### src/rtl/mips_ctrl_pkg.sv
// Shared encodings for the multicycle MIPS control FSM: states, opcodes, mux/ALU codes.
package mips_ctrl_pkg;

    localparam int unsigned STATE_W  = 4;
    localparam int unsigned OPCODE_W = 6;

    localparam logic [3:0] S_RESET     = 4'd0;
    localparam logic [3:0] S_FETCH     = 4'd1;
    localparam logic [3:0] S_DECODE    = 4'd2;
    localparam logic [3:0] S_MEM_ADDR  = 4'd3;
    localparam logic [3:0] S_MEM_READ  = 4'd4;
    localparam logic [3:0] S_MEM_WB    = 4'd5;
    localparam logic [3:0] S_MEM_WRITE = 4'd6;
    localparam logic [3:0] S_EXEC      = 4'd7;
    localparam logic [3:0] S_R_WB      = 4'd8;
    localparam logic [3:0] S_BRANCH    = 4'd9;
    localparam logic [3:0] S_JUMP      = 4'd10;
    localparam logic [3:0] S_ADDI_EXEC = 4'd11;
    localparam logic [3:0] S_ADDI_WB   = 4'd12;
    localparam logic [3:0] S_ILLEGAL   = 4'd13;

    localparam logic [5:0] OP_RTYPE = 6'b000000;
    localparam logic [5:0] OP_LW    = 6'b100011;
    localparam logic [5:0] OP_SW    = 6'b101011;
    localparam logic [5:0] OP_BEQ   = 6'b000100;
    localparam logic [5:0] OP_J     = 6'b000010;
    localparam logic [5:0] OP_ADDI  = 6'b001000;

    localparam logic [1:0] ALU_ADD   = 2'b00;
    localparam logic [1:0] ALU_SUB   = 2'b01;
    localparam logic [1:0] ALU_FUNCT = 2'b10;

    localparam logic [1:0] SRCB_B       = 2'b00;
    localparam logic [1:0] SRCB_FOUR    = 2'b01;
    localparam logic [1:0] SRCB_IMM     = 2'b10;
    localparam logic [1:0] SRCB_IMM_SH2 = 2'b11;

    localparam logic [1:0] PCSRC_ALU    = 2'b00;
    localparam logic [1:0] PCSRC_ALUOUT = 2'b01;
    localparam logic [1:0] PCSRC_JUMP   = 2'b10;

    typedef struct packed {
        logic       pc_write;
        logic       pc_write_cond;
        logic       i_or_d;
        logic       mem_read;
        logic       mem_write;
        logic       ir_write;
        logic       reg_dst;
        logic       mem_to_reg;
        logic       reg_write;
        logic       alu_src_a;
        logic [1:0] alu_src_b;
        logic [1:0] alu_op;
        logic [1:0] pc_source;
        logic       instr_done;
        logic       illegal_op;
    } ctrl_t;

    // Dispatch target out of S_DECODE for a given opcode.
    function automatic logic [STATE_W-1:0] decode_target(input logic [OPCODE_W-1:0] op,
                                                         input logic trap);
        case (op)
            OP_RTYPE:      decode_target = S_EXEC;
            OP_LW, OP_SW:  decode_target = S_MEM_ADDR;
            OP_BEQ:        decode_target = S_BRANCH;
            OP_J:          decode_target = S_JUMP;
            OP_ADDI:       decode_target = S_ADDI_EXEC;
            default:       decode_target = trap ? S_ILLEGAL : S_FETCH;
        endcase
    endfunction

endpackage

### src/rtl/multicycle_control.sv
// Multicycle MIPS control unit: state register plus a combinational Moore decoder
// (only fetch ir/pc writes and instr_done are qualified by mem_ready).
module multicycle_control
    import mips_ctrl_pkg::*;
#(
    parameter bit ILLEGAL_TRAP = 1'b1
) (
    input  logic                clk_i,
    input  logic                reset_i,
    input  logic [OPCODE_W-1:0] opcode_i,
    input  logic                mem_ready_i,
    output logic                pc_write_o,
    output logic                pc_write_cond_o,
    output logic                i_or_d_o,
    output logic                mem_read_o,
    output logic                mem_write_o,
    output logic                ir_write_o,
    output logic                reg_dst_o,
    output logic                mem_to_reg_o,
    output logic                reg_write_o,
    output logic                alu_src_a_o,
    output logic [1:0]          alu_src_b_o,
    output logic [1:0]          alu_op_o,
    output logic [1:0]          pc_source_o,
    output logic                instr_done_o,
    output logic                illegal_op_o
);

    logic [STATE_W-1:0] state_q;
    logic [STATE_W-1:0] state_d;
    ctrl_t              ctrl;

    always_ff @(posedge clk_i or posedge reset_i) begin
        if (reset_i) begin
            state_q <= S_RESET;
        end else begin
            state_q <= state_d;
        end
    end

    // Outputs decode from the current state so reset clears them without waiting for a clock.
    always_comb begin
        state_d = state_q;
        ctrl    = '0;
        case (state_q)
            S_RESET: begin
                state_d = S_FETCH;
            end
            S_FETCH: begin
                ctrl.mem_read  = 1'b1;
                ctrl.alu_src_b = SRCB_FOUR;
                ctrl.alu_op    = ALU_ADD;
                ctrl.pc_source = PCSRC_ALU;
                ctrl.ir_write  = mem_ready_i;
                ctrl.pc_write  = mem_ready_i;
                if (mem_ready_i) begin
                    state_d = S_DECODE;
                end
            end
            S_DECODE: begin
                ctrl.alu_src_b = SRCB_IMM_SH2;
                ctrl.alu_op    = ALU_ADD;
                state_d        = decode_target(opcode_i, ILLEGAL_TRAP);
            end
            S_MEM_ADDR: begin
                ctrl.alu_src_a = 1'b1;
                ctrl.alu_src_b = SRCB_IMM;
                ctrl.alu_op    = ALU_ADD;
                state_d        = (opcode_i == OP_LW) ? S_MEM_READ : S_MEM_WRITE;
            end
            S_MEM_READ: begin
                ctrl.mem_read = 1'b1;
                ctrl.i_or_d   = 1'b1;
                if (mem_ready_i) begin
                    state_d = S_MEM_WB;
                end
            end
            S_MEM_WB: begin
                ctrl.mem_to_reg = 1'b1;
                ctrl.reg_write  = 1'b1;
                ctrl.instr_done = 1'b1;
                state_d         = S_FETCH;
            end
            S_MEM_WRITE: begin
                ctrl.mem_write  = 1'b1;
                ctrl.i_or_d     = 1'b1;
                ctrl.instr_done = mem_ready_i;
                if (mem_ready_i) begin
                    state_d = S_FETCH;
                end
            end
            S_EXEC: begin
                ctrl.alu_src_a = 1'b1;
                ctrl.alu_src_b = SRCB_B;
                ctrl.alu_op    = ALU_FUNCT;
                state_d        = S_R_WB;
            end
            S_R_WB: begin
                ctrl.reg_dst    = 1'b1;
                ctrl.reg_write  = 1'b1;
                ctrl.instr_done = 1'b1;
                state_d         = S_FETCH;
            end
            S_BRANCH: begin
                ctrl.alu_src_a     = 1'b1;
                ctrl.alu_src_b     = SRCB_B;
                ctrl.alu_op        = ALU_SUB;
                ctrl.pc_write_cond = 1'b1;
                ctrl.pc_source     = PCSRC_ALUOUT;
                ctrl.instr_done    = 1'b1;
                state_d            = S_FETCH;
            end
            S_JUMP: begin
                ctrl.pc_write   = 1'b1;
                ctrl.pc_source  = PCSRC_JUMP;
                ctrl.instr_done = 1'b1;
                state_d         = S_FETCH;
            end
            S_ADDI_EXEC: begin
                ctrl.alu_src_a = 1'b1;
                ctrl.alu_src_b = SRCB_IMM;
                ctrl.alu_op    = ALU_ADD;
                state_d        = S_ADDI_WB;
            end
            S_ADDI_WB: begin
                ctrl.reg_write  = 1'b1;
                ctrl.instr_done = 1'b1;
                state_d         = S_FETCH;
            end
            S_ILLEGAL: begin
                ctrl.illegal_op = 1'b1;
            end
            default: begin
                state_d = S_RESET;
            end
        endcase
    end

    assign pc_write_o      = ctrl.pc_write;
    assign pc_write_cond_o = ctrl.pc_write_cond;
    assign i_or_d_o        = ctrl.i_or_d;
    assign mem_read_o      = ctrl.mem_read;
    assign mem_write_o     = ctrl.mem_write;
    assign ir_write_o      = ctrl.ir_write;
    assign reg_dst_o       = ctrl.reg_dst;
    assign mem_to_reg_o    = ctrl.mem_to_reg;
    assign reg_write_o     = ctrl.reg_write;
    assign alu_src_a_o     = ctrl.alu_src_a;
    assign alu_src_b_o     = ctrl.alu_src_b;
    assign alu_op_o        = ctrl.alu_op;
    assign pc_source_o     = ctrl.pc_source;
    assign instr_done_o    = ctrl.instr_done;
    assign illegal_op_o    = ctrl.illegal_op;

endmodule
### config.mk
export PLATFORM = sky130hd
export DESIGN_NAME = multicycle_control
export DESIGN_NICKNAME = d
export VERILOG_FILES = /design/src/rtl/mips_ctrl_pkg.sv /design/src/rtl/multicycle_control.sv
export SDC_FILE = /design/constraint.sdc
export NUM_CORES = 1
export LEC_CHECK = 0
export ABC_AREA = 1
export BUFFER_PORTS_ARGS = -buffer_cell sky130_fd_sc_hd__buf_2
export CAP_MARGIN = 15
export CORE_AREA = 2 2 39 41
export CTS_BUF_LIST = sky130_fd_sc_hd__clkbuf_16
export DETAILED_ROUTE_END_ITERATION = 12
export DIE_AREA = 0 0 41 43
export GPL_TIMING_DRIVEN = 0
export PLACE_DENSITY_LB_ADDON = 0.12
export SLEW_MARGIN = 20
export SYNTH_ARGS = -nofsm -noshare
export SYNTH_HDL_FRONTEND = slang
export SYNTH_SLANG_ARGS = --single-unit
### constraint.sdc
create_clock -name clk_i -period 1.48 [get_ports clk_i]
set_input_delay 0.148 -clock clk_i [delete_from_list [all_inputs] [get_ports clk_i]]
set_output_delay 0.148 -clock clk_i [all_outputs]
set_load 0.05 [all_outputs]
# == Yosys cells after proc, flatten, opt, wreduce, memory -nomap -nowiden ==
# Cells that the tools add are included.
# W data, S select, Z words.
# totals
input_bits,9
register_bits,4
out_inout_bits,18
word_cells,54
# op_classes
reduce_logical,11
eq_ne,21
bitwise_logic,1
n_mux,20
# op_table
operator,count
$pmux W4 S5,2
$pmux W4 S9,1
$eq A4 B4 Y1 const B,6
$eq A4 B3 Y1 const B,4
$eq A6 B6 Y1 const B,2
$mux W4,3
$mux W1,10
$eq A4 B2 Y1 const B,2
$reduce_or A2 Y1,4
$eq A6 B2 Y1 const B,1
$eq A6 B3 Y1 const B,1
$eq A6 B4 Y1 const B,1
$logic_not A6 Y1,1
$ne A2 B2 Y1 const B,3
$reduce_or A6 Y1,1
$reduce_or A5 Y1,1
$eq A4 B1 Y1 const B,1
$logic_not A4 Y1,1
$pmux W1 S2,2
$pmux W2 S2,1
$reduce_and A4 Y1,1
$reduce_or A4 Y1,1
$reduce_or A3 Y1,1
$mux W2,1
$not A1 Y1,1

# == Longest topological paths before layout ==
# depth
ltp_word,4
mapped_depth,9
depth_no_buf,9

# == Worst setup path after synthesis ==
# OpenSTA, ideal clock, no wires.
# synth_timing
path_type,reg-to-output
start,register state_q[1]
end,output pc_write_o
path_buffers,0
path_slack_ps,-687
t_arrival_ps,2019
path_stages_with_launch,7
t_required_ps,1332
path_cell_list,dfrtp_1 inv_1 nor2_1 inv_1 nor2_1 inv_1 o21ai_0
# synth_via
elab_chain_cells,2
elab_cells_between_ends,3
classes_between,2 x eq/ne; 1 x mux
# synth_lines
element,line_no,rtl
start: declaration,multicycle_control.sv:29,logic [STATE_W-1:0] state_q;
start signal: assignment,multicycle_control.sv:37,state_q <= state_d;
$eq A4 B4 Y1 or $eq A4 B1 Y1 (tied branches),multicycle_control.sv:45,case (state_q)
$pmux W1 S2 (*),multicycle_control.sv:45,
end: declaration,multicycle_control.sv:12,"output logic pc_write_o,"
# Every way passes the cells marked *; elsewhere a longest branch is shown, timed or not.

# == Worst setup path after layout ==
# layout_timing
start,register state_q[0]
end,output instr_done_o
# layout_via
elab_chain_cells,3
elab_cells_between_ends,8
classes_between,6 x eq/ne; 1 x mux; 1 x reduce/logical
# layout_lines
element,line_no,rtl
$eq A4 B4 Y1 or $eq A4 B3 Y1 (tied branches),multicycle_control.sv:45,
$reduce_or A5 Y1 (no source line),-,
$pmux W1 S2 (*),multicycle_control.sv:45,
end: declaration,multicycle_control.sv:25,"output logic instr_done_o,"
# Marked as above.

==> impl_metrics.env <==
export IMPL_status="complete, but fails checks"
export IMPL_violations="setup timing"
export IMPL_antenna_cells=0
export IMPL_drv_cap=0
export IMPL_start_util_pct=37.4
export IMPL_stdcell_area_um2=941
export IMPL_peakVddDrop_uv=1550
export IMPL_fin_skew_ns=0.00451
export IMPL_power_density_mw_per_mm2=2650
export IMPL_final_max_slew_violation_count=0
export IMPL_drc=0
export IMPL_top_register="state_q"
export IMPL_yosys_warnings=0
export IMPL_first_pass_iters=4
export IMPL_hpwl_um=1160
export IMPL_setup_tns_ns=-0.0635
export IMPL_wl_um=1730
export IMPL_hold_path_class="input port to flop"
export IMPL_cp_start_kind="flop"
export IMPL_top_regs="state_q x4"
export IMPL_grt_usage_pct=21.2
export IMPL_endpoint_kind="output pin"
export IMPL_core_area_mm2=0.00138
export IMPL_cts_buffers=3
export IMPL_place_congestion=0.849
export IMPL_syn_num_nets=106
export IMPL_grt_pass1_vias=670
export IMPL_clock_path_buffers=2
export IMPL_crit_fanout=4
export IMPL_grt_overflow=0
export IMPL_min_period_ns=1.54
export IMPL_cp_arrival_ns=1.40
export IMPL_vias_per_cell=4.99
export IMPL_ys_seq_area_share_pct=19.3
export IMPL_antenna_found_initial=0
export IMPL_rows=14
export IMPL_finalHoldViolCount=0
export IMPL_setup_viol=1
export IMPL_syn_cell_area_um2=518
export IMPL_die_width_um=41
export IMPL_cp_required_ns=1.33
export IMPL_clk_latency_ns=0.22
export IMPL_initialDrtViolationCount=12
export IMPL_placedInstanceArea_um2=707
export IMPL_worst_slew_pin_slew_ns=0.262
export IMPL_clockRootBuffer="clkbuf_16"
export IMPL_ios=27
export IMPL_h_tree_depth=1
export IMPL_slew_headroom_pct=82.7
export IMPL_grt_pass1_wl_um=2600
export IMPL_synth_avg_cell_area_um2=5.34
export IMPL_fmax_mhz=648
export IMPL_routedWlPerCell_um=11.7
export IMPL_drtAntennaViolNets=0
export IMPL_io_buffer_count=26
export IMPL_vias=739
export IMPL_power_leakage_nw=0.513
export IMPL_ys_ff_latch=4
export IMPL_min_period_over_period_pct=104
export IMPL_netlist_instances=97
export IMPL_place_ws_ns=0.0397
export IMPL_grt_start_max_net_pins=7
export IMPL_syn_to_final_growth_pct=81.6
export IMPL_path_class="flop to output pin"
export IMPL_rsz0062_at_grt="true"
export IMPL_cts_tree="built"
export IMPL_yosysUniqueCellTypes=17
export IMPL_layout_setup_ws_ns=-0.0635
export IMPL_path_clk_slew_ns=0.03
export IMPL_fin_nets=143
export IMPL_die_area_mm2=0.00176
export IMPL_post_route_cells_drive_above_1_share_pct=53.8
export IMPL_die_h_um=43
export IMPL_cts_sinks=4
export IMPL_largest_reg_flops=4
metal layers:
metal	global-route usage (%)	part of all wire, %	vias up	wire length [µm]
met2	36.6	57	33	987
met3	6.28	4.8	8	82
met5	0	0	-	0
met1	24.2	35	328	604
met4	4.67	3.0	0	51
li1	-	-	370	-
where the power goes:
| group | total (mW) | leakage [nW] | internal (mW) | switching [mW] |
|---|---|---|---|---|
| clock network | 0.418 | 0.0370 | 0.345 | 0.0729 |
| logic | 1.83 | 0.429 | 0.598 | 1.23 |
| registers | 0.250 | 0.0471 | 0.165 | 0.0854 |
cell families (layout without fill, tap and decap cells):
family                 count (synthesis)  in the layout  synth area share [%]
and+or+nand+nor                       62             62                  52.7
buffers and inverters                 22             57                  16.7
AOI/OAI and AO/OA                      9              9                  11.4
DFF                                    4              4                  19.3
cell usage after synthesis:
cell type / number / area share, %
buf_4: 1 / 1.4
o22a_2: 1 / 1.9
nor2_2: 1 / 1.2
o21ai_0: 4 / 3.9
a31oi_1: 1 / 1.2
inv_1: 16 / 12
a21oi_1: 1 / 0.97
nand2_2: 4 / 4.8
o21ai_2: 1 / 1.7
nand4_1: 1 / 1.2
dfrtp_1: 4 / 19
nor2_4: 2 / 4.3
nand2_1: 25 / 18
nand3_1: 8 / 7.7
nor2_1: 21 / 15
inv_2: 5 / 3.6
o221ai_1: 1 / 1.7
per-stage QoR:
step | hold WS (ns) | std cells | total power [mW] | utilization, %
global route | 0.328 | 148 | 2.61 | 68.0
detailed placement | 0.0358 | 139 | 1.66 | 51.1
CTS | 0.299 | 148 | 2.35 | 64.6
floorplan | -0.0859 | 97 | 1.39 | -
finish | 0.294 | 148 | 2.50 | 68.0
global placement | 0.0270 | 139 | 1.65 | 51.1
critical path: stages (launching register included):
cell and delay (ns):
dfrtp_2 0.44, inv_4 0.09, nor2_4 0.04, inv_4 0.09, nor2_4 0.04, a31oi_4 0.15
nand4_1 0.13, buf_6 0.18
path summary, 6_finish.rpt:
kind / start / slack (ns) / depth (start not counted) / to
max in group asynchronous: reset_i / 0.92 / 3 / state_q[0]$_DFFE_PP0P_
min: mem_ready_i / 0.29 / 4 / state_q[1]$_DFFE_PP0P_
min in group asynchronous: reset_i / 0.38 / 3 / state_q[3]$_DFFE_PP0P_
max: state_q[0]$_DFFE_PP0P_ / -0.06 / 7 / instr_done_o
min reg2reg: state_q[2]$_DFFE_PP0P_ / 0.75 / 3 / state_q[2]$_DFFE_PP0P_
max reg2reg: state_q[0]$_DFFE_PP0P_ / 0.17 / 7 / state_q[1]$_DFFE_PP0P_
cell usage in the layout, fill, tap and decap left out, drive strengths merged:
master	instances
dfrtp	4
a21oi	1
nand3	8
o221ai	1
nand2	29
inv	21
o21ai	5
nor2	24
a31oi	1
clkbuf	4
buf	31
o22a	1
dlygate4sd3	1
nand4	1
layout make-up:
type,count,area (µm²)
Clock buffer,3,75.1
Multi-Input combinational cell,71,412
Buffer,1,7.51
Sequential cell,4,104
Inverter,21,83.8
Fill cell,120,443
Timing Repair Buffer,32,239
Tap cell,16,20.0
timing repair:
item	4_1_cts	5_1_grt
pin swaps	2	1
setup endpoints to repair	10	16
setup buffers	5	0
gates cloned	0	0
hold buffers	1	0
endpoints found under the hold margin	4	0
gates resized for setup	23	18
(Power assumes the default switching activity.)
